===== config.mk =====
export PLATFORM = sky130hd
export DESIGN_NAME = qtree_router
export DESIGN_NICKNAME = d
export VERILOG_FILES = /design/src/rtl/qtree_router_pkg.sv /design/src/rtl/qtree_router_fifo.sv /design/src/rtl/qtree_router.sv
export SDC_FILE = /design/constraint.sdc
export NUM_CORES = 1
export LEC_CHECK = 0
export CAP_MARGIN = 20
export CORE_ASPECT_RATIO = 0.6
export CORE_MARGIN = 4
export CORE_UTILIZATION = 30
export CTS_CLUSTER_DIAMETER = 80
export DETAILED_ROUTE_END_ITERATION = 12
export PLACE_DENSITY = 0.52
export RECOVER_POWER = 100
export SLEW_MARGIN = 25
export SYNTH_ARGS = -nofsm -noshare
export SYNTH_HDL_FRONTEND = slang
export SYNTH_SLANG_ARGS = --single-unit

===== constraint.sdc =====
create_clock -name clk -period 5.4 [get_ports clk]
set_input_delay 1.35 -clock clk [delete_from_list [all_inputs] [get_ports clk]]
set_output_delay 1.35 -clock clk [all_outputs]
set_load 0.01 [all_outputs]

===== src/rtl/qtree_router_pkg.sv =====
// qtree_router_pkg
//   Shared definitions for the tree router: default parameter values and
//   helpers that locate the fields of a flit.
//   Flit layout (MSB first): {bcast[1], dest[DEST_W], payload[FLIT_W-1-DEST_W]}
package qtree_router_pkg;

   localparam int NUM_CHILD_DEF = 4;
   localparam int FLIT_W_DEF    = 40;
   localparam int DEST_W_DEF    = 6;
   localparam int CHILD_LSB_DEF = 4;
   localparam int BUF_DEPTH_DEF = 4;

   // Broadcast flag is always the flit MSB.
   function automatic int bcast_bit(input int flit_w);
      return flit_w - 1;
   endfunction

   // Bit position of dest[0] inside the flit.
   function automatic int dest_lsb(input int flit_w, input int dest_w);
      return flit_w - 1 - dest_w;
   endfunction

endpackage


===== src/rtl/qtree_router_fifo.sv =====
// qtree_router_fifo
//   Synchronous input FIFO for one router port. Each pop produces a
//   registered one-cycle credit pulse back to the sender.
// Ports
//   clk, rst   clock, asynchronous active-low reset
//   wr, din    write strobe and flit (written on the sampling edge)
//   pop        remove the head entry (ignored when empty)
//   head       current head entry (valid only when !empty)
//   empty      FIFO holds no entry
//   credit     high for one cycle after each pop edge
module qtree_router_fifo #(
   parameter int W     = 40,
   parameter int DEPTH = 4
) (
   input  logic         clk,
   input  logic         rst,
   input  logic         wr,
   input  logic [W-1:0] din,
   input  logic         pop,
   output logic [W-1:0] head,
   output logic         empty,
   output logic         credit
);
   localparam int PW   = (DEPTH > 1) ? $clog2(DEPTH) : 1;
   localparam int CNTW = $clog2(DEPTH + 1);

   logic [W-1:0]    mem [DEPTH];
   logic [PW-1:0]   rd_ptr, wr_ptr;
   logic [CNTW-1:0] count;
   logic            full, do_wr, do_pop;

   assign full   = (count == CNTW'(DEPTH));
   assign empty  = (count == '0);
   // A write into a full FIFO is a sender protocol error; the flit is dropped.
   assign do_wr  = wr && !full;
   assign do_pop = pop && !empty;
   assign head   = mem[rd_ptr];

   always_ff @(posedge clk) begin
      if (do_wr) mem[wr_ptr] <= din;
   end

   always_ff @(posedge clk or negedge rst) begin
      if (!rst) begin
         rd_ptr <= '0;
         wr_ptr <= '0;
         count  <= '0;
         credit <= 1'b0;
      end else begin
         credit <= do_pop;
         if (do_wr)  wr_ptr <= (wr_ptr == PW'(DEPTH - 1)) ? '0 : wr_ptr + PW'(1);
         if (do_pop) rd_ptr <= (rd_ptr == PW'(DEPTH - 1)) ? '0 : rd_ptr + PW'(1);
         case ({do_wr, do_pop})
            2'b10:   count <= count + CNTW'(1);
            2'b01:   count <= count - CNTW'(1);
            default: count <= count;
         endcase
      end
   end

   a_no_overflow: assert property (@(posedge clk) disable iff (!rst) !(wr && full));

endmodule


===== src/rtl/qtree_router.sv =====
// qtree_router
//   Tree-network router node: one parent port, NUM_CHILD child ports.
//   Downstream: parent FIFO head is routed in order, unicast to the child
//   selected by dest[CHILD_LSB +: log2(NUM_CHILD)] or broadcast to all
//   children at once. Upstream: child FIFO heads are round-robin arbitrated
//   onto the parent output.
// Flow control: a sender may emit a flit (1-cycle valid) only while it holds
//   a credit; each credit stands for one free slot in the receiver's FIFO.
//   The receiver returns one 1-cycle credit pulse per flit it pops. There is
//   no ready signal.
// Ports
//   clk, rst                      clock, asynchronous active-low reset
//   par_in_valid/data             flit from parent
//   par_upstream_credit           credit pulse to parent
//   par_out_valid/data            flit to parent (registered)
//   par_downstream_credit         credit pulse from parent
//   chd_in_valid/data             flits from children, child i at [i*FLIT_W +: FLIT_W]
//   chd_upstream_credit           credit pulses to children
//   chd_out_valid/data            flits to children (registered)
//   chd_downstream_credit         credit pulses from children
module qtree_router
   import qtree_router_pkg::*;
#(
   parameter int NUM_CHILD = NUM_CHILD_DEF,
   parameter int FLIT_W    = FLIT_W_DEF,
   parameter int DEST_W    = DEST_W_DEF,
   parameter int CHILD_LSB = CHILD_LSB_DEF,
   parameter int BUF_DEPTH = BUF_DEPTH_DEF
) (
   input  logic                        clk,
   input  logic                        rst,
   input  logic                        par_in_valid,
   input  logic [FLIT_W-1:0]           par_in_data,
   output logic                        par_upstream_credit,
   output logic                        par_out_valid,
   output logic [FLIT_W-1:0]           par_out_data,
   input  logic                        par_downstream_credit,
   input  logic [NUM_CHILD-1:0]        chd_in_valid,
   input  logic [NUM_CHILD*FLIT_W-1:0] chd_in_data,
   output logic [NUM_CHILD-1:0]        chd_upstream_credit,
   output logic [NUM_CHILD-1:0]        chd_out_valid,
   output logic [NUM_CHILD*FLIT_W-1:0] chd_out_data,
   input  logic [NUM_CHILD-1:0]        chd_downstream_credit
);
   localparam int CW        = $clog2(NUM_CHILD);
   localparam int CRW       = $clog2(BUF_DEPTH + 1);
   localparam int BCAST_BIT = bcast_bit(FLIT_W);
   localparam int SEL_LSB   = dest_lsb(FLIT_W, DEST_W) + CHILD_LSB;
   localparam logic [CRW-1:0] CRED_INIT = CRW'(BUF_DEPTH);

   logic [FLIT_W-1:0]    par_head;
   logic                 par_empty, par_pop, par_send, all_cred;
   logic [FLIT_W-1:0]    chd_head [NUM_CHILD];
   logic [NUM_CHILD-1:0] chd_empty, chd_send, grant;
   logic [CW-1:0]        sel, rr_ptr, gidx, idx;
   logic [CRW-1:0]       par_cred;
   logic [CRW-1:0]       chd_cred [NUM_CHILD];

   function automatic logic [CRW-1:0] cred_next(input logic [CRW-1:0] c,
                                                input logic sent, input logic ret);
      case ({sent, ret})
         2'b10:   return c - CRW'(1);
         2'b01:   return c + CRW'(1);
         default: return c;
      endcase
   endfunction

   qtree_router_fifo #(.W(FLIT_W), .DEPTH(BUF_DEPTH)) u_par_fifo (
      .clk(clk), .rst(rst), .wr(par_in_valid), .din(par_in_data), .pop(par_pop),
      .head(par_head), .empty(par_empty), .credit(par_upstream_credit)
   );

   for (genvar g = 0; g < NUM_CHILD; g++) begin : g_chd
      qtree_router_fifo #(.W(FLIT_W), .DEPTH(BUF_DEPTH)) u_chd_fifo (
         .clk(clk), .rst(rst), .wr(chd_in_valid[g]), .din(chd_in_data[g*FLIT_W +: FLIT_W]),
         .pop(grant[g]), .head(chd_head[g]), .empty(chd_empty[g]),
         .credit(chd_upstream_credit[g])
      );
      a_chd_cred: assert property (@(posedge clk) disable iff (!rst)
         !(chd_downstream_credit[g] && !chd_send[g] && chd_cred[g] == CRED_INIT));
   end

   a_par_cred: assert property (@(posedge clk) disable iff (!rst)
      !(par_downstream_credit && !par_send && par_cred == CRED_INIT));

   // Downstream routing: the head is served strictly in order. A broadcast
   // waits until every child has credit so no child ever sees a partial copy.
   always_comb begin
      chd_send = '0;
      par_pop  = 1'b0;
      all_cred = 1'b1;
      sel      = par_head[SEL_LSB +: CW];
      for (int i = 0; i < NUM_CHILD; i++) begin
         if (chd_cred[i] == '0) all_cred = 1'b0;
      end
      if (!par_empty) begin
         if (par_head[BCAST_BIT]) begin
            if (all_cred) begin
               chd_send = '1;
               par_pop  = 1'b1;
            end
         end else if (chd_cred[sel] != '0) begin
            chd_send[sel] = 1'b1;
            par_pop       = 1'b1;
         end
      end
   end

   // Upstream round-robin: scan from rr_ptr; index arithmetic wraps naturally
   // because NUM_CHILD is a power of two.
   always_comb begin
      grant    = '0;
      gidx     = rr_ptr;
      idx      = rr_ptr;
      par_send = 1'b0;
      for (int o = 0; o < NUM_CHILD; o++) begin
         idx = rr_ptr + CW'(o);
         if (!par_send && !chd_empty[idx] && par_cred != '0) begin
            par_send    = 1'b1;
            gidx        = idx;
            grant[idx]  = 1'b1;
         end
      end
   end

   always_ff @(posedge clk or negedge rst) begin
      if (!rst) begin
         chd_out_valid <= '0;
         chd_out_data  <= '0;
         par_out_valid <= 1'b0;
         par_out_data  <= '0;
         par_cred      <= CRED_INIT;
         rr_ptr        <= '0;
         for (int i = 0; i < NUM_CHILD; i++) chd_cred[i] <= CRED_INIT;
      end else begin
         chd_out_valid <= chd_send;
         for (int i = 0; i < NUM_CHILD; i++) begin
            if (chd_send[i]) chd_out_data[i*FLIT_W +: FLIT_W] <= par_head;
            chd_cred[i] <= cred_next(chd_cred[i], chd_send[i], chd_downstream_credit[i]);
         end
         par_out_valid <= par_send;
         if (par_send) begin
            par_out_data <= chd_head[gidx];
            rr_ptr       <= gidx + CW'(1);
         end
         par_cred <= cred_next(par_cred, par_send, par_downstream_credit);
      end
   end

endmodule


== Word-level counts from Yosys, hierarchy flattened ==
Memories as Yosys holds them, arrays and structs flattened.
Cells that the tools add are included.

* Bits in registers: 262
* RAM bits: 800
* Input bits: 212
* Output and inout bits: 210
* Logic and storage cells: 261
* Memories kept: 5

* Add/sub/neg operators: 34
* Magnitude comparators: 12
* Equality and inequality tests: 35
* Mux-type cells: 77
* Bitwise operators: 5
* Reduce and logical (&&, ||, !) cells: 60

{| class="wikitable"
|+ Memories
! memory !! depth !! width !! rd ports !! clocked after Yosys merged registers in !! write ports !! RTL line !! text
|-
| g_chd[0].u_chd_fifo.mem || 4 || 40 || 1 || 0 || 1 || qtree_router_fifo.sv:27 || <nowiki>logic [W-1:0] mem [DEPTH];</nowiki>
|-
| g_chd[1].u_chd_fifo.mem || 4 || 40 || 1 || 0 || 1 || qtree_router_fifo.sv:27 ||
|-
| g_chd[2].u_chd_fifo.mem || 4 || 40 || 1 || 0 || 1 || qtree_router_fifo.sv:27 ||
|-
| g_chd[3].u_chd_fifo.mem || 4 || 40 || 1 || 0 || 1 || qtree_router_fifo.sv:27 ||
|-
| u_par_fifo.mem || 4 || 40 || 1 || 0 || 1 || qtree_router_fifo.sv:27 ||
|}

{| class="wikitable"
|+ Operators by type and width
! kind !! number
|-
| binary-select mux 40 bit (select 2 bit) || 1
|-
| two-way mux 40 bit || 2
|-
| case mux 3 bit (2 select lines) || 10
|-
| equality test 2 bit (second input constant) || 20
|-
| two-way mux 4 bit || 8
|-
| two-way mux 1 bit || 31
|-
| adder 3 x 1 -> 3 bit (second input constant) || 10
|-
| subtractor 3 x 1 -> 3 bit (second input constant) || 10
|-
| zero test 3 bit || 9
|-
| two-way mux 2 bit || 13
|-
| adder 2 x 1 -> 2 bit (second input constant) || 12
|-
| logical AND 1 bit || 22
|-
| equality test 2 x 1 -> 1 bit (second input constant) || 10
|-
| nonzero test 2 bit || 10
|-
| zero test 1 bit || 17
|-
| equality test 3 bit (second input constant) || 5
|-
| less-than comparator 2 x 3 -> 1 bit (second input constant) || 5
|-
| OR 4 bit || 3
|-
| demux 1 bit (select 2 bit) || 5
|-
| >= comparator 2 x 1 -> 1 bit (second input constant) || 5
|-
| binary-select mux 1 bit (select 2 bit) || 4
|-
| binary-select mux 3 bit (select 2 bit) || 1
|-
| >= comparator 3 bit (second input constant) || 2
|-
| two-way mux 3 bit || 2
|-
| other kinds (3) || 6
|}

== Longest topological paths before layout ==
Gate-level depths: netlist of the first run.

* Depth after elaboration: 22
* Depth in mapped cells: 16
* Depth with buffers taken out: 14

== Modules after synthesis ==
Synthesis of the first run repeated with hierarchy kept, for this count alone.

* Cells, all modules: 2053
* Area total of the unflattened synthesis: 41593.6 um^2

{| class="wikitable"
|+ Modules (own cells, without submodules)
! module !! times used !! cells each !! area each (um^2) !! sequential area each (um^2)
|-
| qtree_router_fifo || 5 || 251 || 6294.8 || 5004.8
|-
| qtree_router || 1 || 798 || 10119.7 || 5561.6
|}

== Least setup slack after synthesis of the first run ==
OpenSTA, ideal clock, no wires.

* Path kind: register to register
* From: reg rr_ptr[1]
* To: reg g_chd[1].u_chd_fifo.count[2]
* Setup time: 0.079 ns
* Data arrival time: 3.864 ns
* Required time: 5.321 ns
* Path slack: 1.457 ns
* Cell stages (with the launch flop): 17
* Path buffers: 2
* Clock period less this slack: 3.943 ns
* Path through: dfrtp_1 clkbuf_1 inv_1 ha_1 or4b_1 and3_1 buf_2 nor4b_2 a32o_1 mux2i_1 a21oi_1 ha_1 inv_1 fa_1 xor2_1 nor2_1 xor2_1

* Cells in the longest elaborated chain, start to end: 20

{| class="wikitable"
|+ RTL lines
! item !! RTL line !! text
|-
| start: declaration || qtree_router.sv:55 || <nowiki>logic [CW-1:0] sel, rr_ptr, gidx, idx;</nowiki>
|-
| start signal: assignment || qtree_router.sv:144 || <nowiki>rr_ptr <= gidx + CW'(1);</nowiki>
|-
| parallel branches: the longest is 16 deep, another holds less-than comparator 2 x 3 -> 1 bit || -- ||
|-
| two-way mux 4 bit * || qtree_router.sv:118 || <nowiki>if (!par_send && !chd_empty[idx] && par_cred != '0) begin</nowiki>
|-
| logical AND 1 bit * || qtree_router_fifo.sv:36 || <nowiki>assign do_pop = pop && !empty;</nowiki>
|-
| named net g_chd[1].u_chd_fifo.do_pop || qtree_router_fifo.sv:30 || <nowiki>logic full, do_wr, do_pop;</nowiki>
|-
| equality test 2 x 1 -> 1 bit / equality test 2 bit (equally long branches) || qtree_router_fifo.sv:53 || <nowiki>case ({do_wr, do_pop})</nowiki>
|-
| case mux 3 bit (2 select lines) / nonzero test 2 bit (equally long branches) || -- ||
|-
| end signal: assignment || qtree_router_fifo.sv:54 || <nowiki>2'b10: count <= count + CNTW'(1);</nowiki>
|-
| end signal: assignment || qtree_router_fifo.sv:55 || <nowiki>2'b01: count <= count - CNTW'(1);</nowiki>
|-
| end signal: assignment || qtree_router_fifo.sv:56 || <nowiki>default: count <= count;</nowiki>
|-
| end: declaration || qtree_router_fifo.sv:29 || <nowiki>logic [CNTW-1:0] count;</nowiki>
|}

Mark *: on every way through the listed nets, which the timed path passes. The select of a mux whose other input is x is not followed.
A chain may end at the register's enable or synchronous reset.

== Final worst setup path of the first run ==
* From: reg rr_ptr[0]
* To: reg par_out_data[36]

* Cells in the longest elaborated chain, start to end: 21

{| class="wikitable"
|+ RTL lines
! item !! RTL line !! text
|-
| parallel branches: the longest is 21 deep, another holds adder 2 x 1 -> 2 bit || -- ||
|-
| end signal: assignment || qtree_router.sv:143 || <nowiki>par_out_data <= chd_head[gidx];</nowiki>
|-
| end: declaration || qtree_router.sv:36 || <nowiki>output logic [FLIT_W-1:0] par_out_data,</nowiki>
|}

Parallel ways; which one is timed is not known. The select of a mux whose other input is x is not followed.

==> results by stage, run 1 <==
Place:
- The worst slack at placement is 0.480 ns.
- At the end of routability-driven placement, the weighted congestion stood at 0.827.
- Once detailed placement completed, the half-perimeter wirelength came to 72400 um.
- The number of port buffers is 421.

Worst setup path:
- The type of element capturing the critical path is a flop.
- The count of buffer and inverter cells on the critical path is 2.
- The critical path launch point type is a flop.
- The worst endpoint required time is 6.02 ns.
- The capture instance of the worst register-to-register path is par_out_data[36].
- The data arrival time of the critical path is 5.83 ns.
- The length in cells of the worst reg-to-reg path is 10.
- The reg2reg setup slack is 0.19 ns.
- Broken down by cell family, the worst path's largest delay share belongs to compound AO/OA/AOI/OAI gates.
- Walking the worst path, the cells encountered are inv_2 > ha_1 > or4b_1 > and3_1 > o211ai_1 > nand3_1 > a2111oi_0 > clkbuf_2 > a22oi_1 > a31oi_1.
- The critical path class is reg -> reg.
- The worst register-to-register path begins at rr_ptr[0].
- The highest net fanout along the worst path is 39.
- The largest single stage delay on the critical path is 1.00 ns.
- The slowest cell on the critical path is sky130_fd_sc_hd__clkbuf_2.

Run status:
- The final reports fail on max-capacitance violations, max-slew violations.
- The run finished, with violations left.

Finish:
- Measured on the finished design, the core utilization comes to 0.376.
- The filler cells instantiated in the layout total 12.3k.
- The synthesis-to-layout area growth is 23.8%.
- Summing all multi-input logic gate instances after layout gives 9730 sq um.
- In the final layout, flip-flops and latches occupy 30600 sq um.
- Of the cells placed in the final design, the portion with a size suffix greater than 1 is 0.219.
- The most common cell after layout, fill and taps aside is sky130_fd_sc_hd__edfxtp_1.
- In the layout the commonest cells are sky130_fd_sc_hd__edfxtp_1 (800), sky130_fd_sc_hd__dlygate4sd3_1 (415), sky130_fd_sc_hd__dfrtp_1 (248).
- The net count of the finished layout is 2799.

Clocking:
- The post-CTS clock slew at the launch and capture registers of the worst setup and hold paths is 0.07 ns.
- The count of H-tree levels built during CTS is 3.
- Buffers inserted to repair hold after CTS numbered 0.
- In this run, post-CTS repair resized a total of 0 instances.
- The clock tree root buffer cell is sky130_fd_sc_hd__clkbuf_16.
- Post-CTS timing repair inserted 0 buffers for setup.
- Clock latency on the worst-skew pair, taken at its later pin, is 0.70 ns.
- The number of clock buffers inserted by TritonCTS is 103.
- The clock sink count is 1062.
- The CTS tree is yes.
- The clock tree buffer depth is 3.

Timing:
- The final hold slack is 0.483 ns.
- The final setup skew is 0.0532 ns.
- The setup TNS is 0 ns.
- Setup repair after global routing left no endpoint under its margin.
- The number of max-slew violations in the final report is 782.
- For this run, the top clock speed supported by timing is 192 MHz.
- The number of hold-slack violations in the final timing report is 0.
- For the pin with the worst max-slew slack, the measured transition is 2.91 ns.
- The setup violation total in the final timing report is 0.
- The minimum clock period after layout is 5.21 ns.
- The share of the clock period used by the worst path is 0.965.
- In this run the tightest slew margin relative to its limit is -0.938.
- The worst path meets setup with 0.187 ns of slack.

Logic synthesis:
- During synthesis, Yosys emitted a total of 0 warnings.
- The top cell type's share of synthesized area is 0.586.
- For this run, the register share of the synthesized area comes to 0.746.
- The fraction of synthesis flops using an asynchronous set or reset pin is 0.247.
- The mean instance size in the synthesized netlist is 19.9 sq um.
- The synthesized netlist cell count is 2060.
- For this run, the leading register cell type out of synthesis is sky130_fd_sc_hd__edfxtp_1.
- The cell type with the highest aggregate area in the netlist is sky130_fd_sc_hd__edfxtp_1.
- The number of enable-type register cells in the synthesized netlist is 800.
- The flop and latch count out of synthesis is 1062.
- The post-synth design cell area is 41000 sq um.
- When the netlist entered floorplanning its net count stood at 2325.
- The number of unique standard cell types used by synthesis is 62.
- Sorting the synthesized cells by area gives the leading types as sky130_fd_sc_hd__edfxtp_1 (59%), sky130_fd_sc_hd__dfrtp_1 (16%), sky130_fd_sc_hd__mux4_2 (11%).

Routing:
- After detailed routing, the total wire length is 105000 um.
- The detailed router's first-iteration violation count is 1366.
- The overall via count from detail_route is 21.3k.
- After detailed routing, the number of remaining DRC violations is 0.
- The vias per cell is 4.80.
- In the final routed layout, each cell accounts on average for 23.5 um.
- Before antenna repair, the detailed router went through 8 iterations.
- Once detail routing completed, the nets flagged for antenna violations numbered 0.

Floorplanning:
- The die covers 143000 sq um.
- The I/O pin count is 422.
- The region available for standard cell placement spans 135000 sq um.
- The die width is 485 um.
- The number of core rows is 104.
- The initial utilization of the core area, before any placement, comes to 0.304.
- From bottom edge to top edge, the die measures 294 um.

GRT:
- Summed over all layers, the global routing overflow is 0.
- The initial antenna violation count is 52.
- The total routing resource utilization after global routing is 0.144.
- The met2 capacity usage during global routing is 0.234.
- For this run, global-route usage on met3 was measured as 0.0338.
- Entering global routing, the biggest net connects 115 pins.
- The routing layer with the top usage in global route is met2.
- For this run, global-route usage on met1 was measured as 0.197.
- The via count of the first global-routing pass is 22.5k.
- The first global-routing pass estimated 154000 um of wire.

Worst hold path:
- The terminating pin of the worst hold path is chd_out_data[31].
- The critical hold path startpoint is chd_out_data[31].
- Counting instances, the worst hold path has a depth of 1.
- The worst hold path belongs to the class reg -> reg.

Power:
- The analysis attributes to cell leakage a power of 17.4 nW.
- Across the VDD grid, the largest voltage drop is 0.735 mV.
- The final total power is 32.1 mW.
- The power per cell area is 633 nW/um^2.

Job:
- The number of maximum-capacitance constraint violations is 22.
==> Yosys cell counts (2+ instances only) <==
library cell	count
sky130_fd_sc_hd__xor2_1	20
sky130_fd_sc_hd__buf_4	8
sky130_fd_sc_hd__a21oi_1	49
sky130_fd_sc_hd__mux2_1	6
sky130_fd_sc_hd__ha_1	43
sky130_fd_sc_hd__a22o_1	3
sky130_fd_sc_hd__inv_1	49
sky130_fd_sc_hd__nand3_1	42
sky130_fd_sc_hd__o21ai_0	20
sky130_fd_sc_hd__nor3_1	14
sky130_fd_sc_hd__o31ai_1	3
sky130_fd_sc_hd__and3_1	3
sky130_fd_sc_hd__edfxtp_1	800
sky130_fd_sc_hd__xnor2_1	12
sky130_fd_sc_hd__a211oi_1	2
sky130_fd_sc_hd__mux2_4	5
sky130_fd_sc_hd__nor2_1	60
sky130_fd_sc_hd__and2_1	22
sky130_fd_sc_hd__a22oi_1	39
sky130_fd_sc_hd__fa_1	10
sky130_fd_sc_hd__a32o_1	4
sky130_fd_sc_hd__dfstp_2	5
sky130_fd_sc_hd__mux2_2	153
sky130_fd_sc_hd__mux2i_1	12
sky130_fd_sc_hd__nor4_1	2
sky130_fd_sc_hd__buf_6	10
sky130_fd_sc_hd__o21ai_1	2
sky130_fd_sc_hd__dfrtp_1	257
sky130_fd_sc_hd__a31oi_1	44
sky130_fd_sc_hd__mux4_2	203
sky130_fd_sc_hd__buf_2	18
sky130_fd_sc_hd__clkbuf_1	66
sky130_fd_sc_hd__or3_1	11
sky130_fd_sc_hd__or4_1	2
sky130_fd_sc_hd__or2_1	2
sky130_fd_sc_hd__nand2_1	31
sky130_fd_sc_hd__a21o_1	3
==> how the worst max path moves through the flow <==
stage	startpoint	to	slack, ns	cells past startpoint
detailed placement	rr_ptr[0]	g_chd[3].u_chd_fifo.count[2]	0.48	14
floorplan	rr_ptr[1]	g_chd[1].u_chd_fifo.count[2]	1.46	16
global route	u_par_fifo.rd_ptr[0]	chd_out_data[119]	0.03	8
finish	rr_ptr[0]	par_out_data[36]	0.19	10
CTS	rr_ptr[0]	g_chd[3].u_chd_fifo.count[2]	0.44	14
global placement	rr_ptr[0]	g_chd[3].u_chd_fifo.count[2]	0.68	14
==> where the power goes <==
group          leakage [nW]  total (mW)  switching [mW]  internal (mW)
Sequential             10.4        12.5            1.11           11.4
Clock                  1.68        7.33            3.22           4.11
Combinational          5.35        12.3            6.65           5.68
Total                  17.4        32.1            11.0           21.1
==> final cells by class <==
class,instances,share of cell area
inverter,52,0.00387
timing repair buffer,472,0.0883
sequential,1062,0.603
tap,1802,0.0444
clock inverter,60,0.0135
antenna,14,0.000690
clock buffer,135,0.0548
multi-input combinational,843,0.192
==> routing by layer <==
layer / vias to the layer above / routed length (um)
met3: 253 / 5720
met5: - / 80
met2: 562 / 50800
li1: 9181 / -
met4: 12 / 2850
met1: 11300 / 45100
==> metrics by stage <==
step,cells,area [sq um]
finish,4440,50800
global route,4431,50700
CTS,4426,50900
detailed placement,4231,47500
global placement,4231,47500
floorplan,2060,41000
==> state kept, by name, indices dropped and copies added (netlist names) <==
name / flops
g_chd.u_chd_fifo.count: 12
par_cred: 3
u_par_fifo.count: 3
g_chd.u_chd_fifo.mem: 640
chd_out_data: 160
u_par_fifo.wr_ptr: 2
g_chd.u_chd_fifo.rd_ptr: 8
u_par_fifo.rd_ptr: 2
g_chd.u_chd_fifo.credit: 4
u_par_fifo.mem: 160
par_out_data: 40
par_out_valid: 1
u_par_fifo.credit: 1
chd_out_valid: 4
g_chd.u_chd_fifo.wr_ptr: 8
rr_ptr: 2
chd_cred: 12
==> kinds of logic after synthesis <==
logic type                 after synthesis  synth area share
muxes                                  379             0.160
adders and majority gates               53            0.0180
and+or+nand+nor                        198            0.0236
buffers and inverters                  155            0.0173
DFF                                   1062             0.746
AOI/OAI and AO/OA                      181            0.0287
xor gates and xnor gates                32           0.00683
No activity file was read; power rests on OpenSTA's default activity.
==> run 2, diff against run 1 <==
--- a/config.mk
+++ b/config.mk
@@ -11,7 +11,7 @@
 export CORE_UTILIZATION = 30
 export CTS_CLUSTER_DIAMETER = 80
 export DETAILED_ROUTE_END_ITERATION = 12
-export PLACE_DENSITY = 0.52
+export DONT_BUFFER_PORTS = 1
 export RECOVER_POWER = 100
 export SLEW_MARGIN = 25
 export SYNTH_ARGS = -nofsm -noshare
==> results by stage, run 2 (synthesized netlist as in run 1, its figures left out) <==
Job:
- The number of maximum-capacitance constraint violations is 21.

Clocking:
- Clock tree synthesis selected as its root buffer the cell sky130_fd_sc_hd__clkbuf_16.
- No sink is reached through more buffers than the 3 on the longest clock path.
- After clock tree synthesis, the repair step resized 0 gates.
- In this run the post-CTS setup repair buffer count came out at 0.
- The CTS tree is yes.
- Buffers inserted during clock tree synthesis total 99.
- The number of hold buffers added after cts is 0.
- Clock-pin slew was measured on the worst setup and hold paths at 0.07 ns.
- CTS saw 1062 sinks.
- The clock reaches the later pin of the worst-skew pair after 0.68 ns.
- The count of H-tree levels built during CTS is 3.

Routing:
- For this run, design rule violations remaining after detail routing come to 0.
- The final routed wire length divided by cell count is 24.6 um.
- The first-pass detailed-route iteration total is 5.
- Summed over all layers, the routed wires come to 98300 um.
- The post-detailed-route count of antenna-violating nets is 0.
- After the first detailed-routing iteration, the DRC count stood at 1734.
- The final route contains 19.8k vias.
- Dividing the detail-routed via count by the number of cells gives 4.95.

Run status:
- The final reports fail on max-capacitance violations, max-slew violations.
- The run finished, with violations left.

GRT:
- The via count of the first global-routing pass is 20.9k.
- For this run, the total global-route usage over all layers was measured as 0.135.
- The largest net degree at the start of global routing is 263.
- The first global-routing pass estimated 145000 um of wire.
- The initial antenna violation count came to 3.
- The aggregate global routing overflow is 0.

Timing:
- The number of max-slew violations in the final report is 669.
- The worst max-slew margin expressed relative to the limit is -1.29.
- Setup repair after global routing left no endpoint under its margin.
- The setup TNS is 0 ns.
- The share of the clock period used by the worst path is 0.965.
- The maximum achievable frequency is 192 MHz.
- On the final layout, the worst clock skew is 0.0452 ns.
- The number of hold-slack violations in the final timing report is 0.
- The minimum clock period after layout is 5.21 ns.
- The slew at the pin closest to its max-slew limit is 3.43 ns.
- The setup violation total in the final timing report is 0.

Worst setup path:
- STA puts the critical path data arrival time at 5.75 ns.
- The type of element capturing the critical path is a flop.
- For the worst setup path, the data required time is 5.94 ns.
- The worst setup path is launched from a flop.
- The highest net fanout along the worst path is 40.
- The critical path class is reg -> reg.

Finish:
- The final design utilization is 0.345.
- The register with the most flip-flops in the final layout is g_chd.u_chd_fifo.mem.
- The library cell used most frequently in the layout, excluding fill and tap cells, is sky130_fd_sc_hd__edfxtp_1.
- The largest registers in the layout are g_chd.u_chd_fifo.mem: 640 flops, chd_out_data: 160 flops, u_par_fifo.mem: 160 flops.
- In the final layout, the share of cells above drive strength 1 is 0.262.
- From synthesis to final layout, the design area changed by 13.6%.
- The register with the most flip-flops in the layout has 640 of them.
- In the layout the commonest cells are sky130_fd_sc_hd__edfxtp_1 (800), sky130_fd_sc_hd__dfrtp_1 (248), sky130_fd_sc_hd__mux4_2 (203).
- The number of nets in the final layout is 2364.

Floorplanning:
- The die covers 143000 sq um.
- The floorplan step set the die width to 485 um.
- The floorplan step set the die height to 294 um.
- In this run the core area contains 104 standard-cell rows.
- The starting utilization of the core area is 0.304.
- During I/O placement, the number of pins put on the boundary was 422.
- The core region is 135000 sq um.

Power:
- The power per cell area is 659 nW/um^2.
- Summed over all nets, the switching power comes to 10.5 mW.
- Internal power comes to 20.2 mW.
- The sequential share of power is 0.428.
- The fraction of power spent switching nets is 0.341.
- The share of total power in the clock network is 0.242.
- Of the total power, combinational logic draws 0.330.
- The analysis attributes to cell leakage a power of 15.7 nW.
- The worst-case vdd ir drop is 0.656 mV.

Place:
- The number of port buffers is 0.
- The detailed placement HPWL is 66800 um.
- At the end of routability-driven placement, the weighted congestion stood at 0.809.

Worst hold path:
- The type of the worst min-delay path is in -> async.
run 2: path summary, 6_finish.rpt:
check                                                end  slack [ns]  cells past startpoint                start
max                                            rr_ptr[1]        0.19                     10            rr_ptr[0]
max in group asynchronous  g_chd[2].u_chd_fifo.rd_ptr[0]        4.01                      0                  rst
max reg2reg                                    rr_ptr[1]        0.19                     10            rr_ptr[0]
min in group clk                     u_par_fifo.count[2]        0.52                      1  u_par_fifo.count[2]
min reg2reg                          u_par_fifo.count[2]        0.52                      1  u_par_fifo.count[2]
min                                    chd_out_data[144]        0.39                      0                  rst
run 2: area by class of cell:
| type | count | area, sq um |
|---|---|---|
| multi-input cells | 843 | 9760 |
| inverters | 52 | 196 |
| well taps | 1802 | 2250 |
| diodes | 7 | 17.5 |
| clock inverters | 47 | 623 |
| repair buffers | 41 | 224 |
| clock buffers | 141 | 2930 |
| fillers | 12400 | 88300 |
| flip-flops and latches | 1062 | 30600 |
run 2: metrics by stage:
step	setup slack [ns]	hold slack [ns]	total power, mW	instances	cell area [sq um]
final	0.191	0.391	30.7	3995	46600
after global routing	0.0362	0.324	32.4	3993	46600
after CTS	0.343	0.303	31.0	3988	46700
after detailed placement	0.407	0.512	23.6	3800	43200
after global placement	0.844	0.505	23.0	3800	43200
after floorplan	1.46	0.482	20.5	2060	41000
run 2: routing by layer:
metal,global-route usage,share of wire
met2,0.220,0.49
met1,0.179,0.42
met4,0.0356,0.019
met5,0,0
met3,0.0375,0.068
run 2: critical path: stages, from the launching register on:
cell                       delay, ns
sky130_fd_sc_hd__dfrtp_1        0.85
sky130_fd_sc_hd__inv_2          0.32
sky130_fd_sc_hd__ha_1           0.59
sky130_fd_sc_hd__or4b_1         0.54
sky130_fd_sc_hd__and3_1         0.31
sky130_fd_sc_hd__nor4b_2        0.58
sky130_fd_sc_hd__and2_0         0.39
sky130_fd_sc_hd__nor3_1         0.09
sky130_fd_sc_hd__clkbuf_2       0.69
sky130_fd_sc_hd__a211oi_1       0.58
sky130_fd_sc_hd__a21oi_1        0.09
run 2: power groups by stage:
stage	clock network, mW	logic, mW	registers, mW
6_report	7.43	10.1	13.1
4_1_cts	7.60	10.3	13.1
5_1_grt	7.97	11.0	13.4
3_5_place_dp	0	10.3	13.3
2_1_floorplan	0	7.96	12.5
3_3_place_gp	0	9.90	13.2
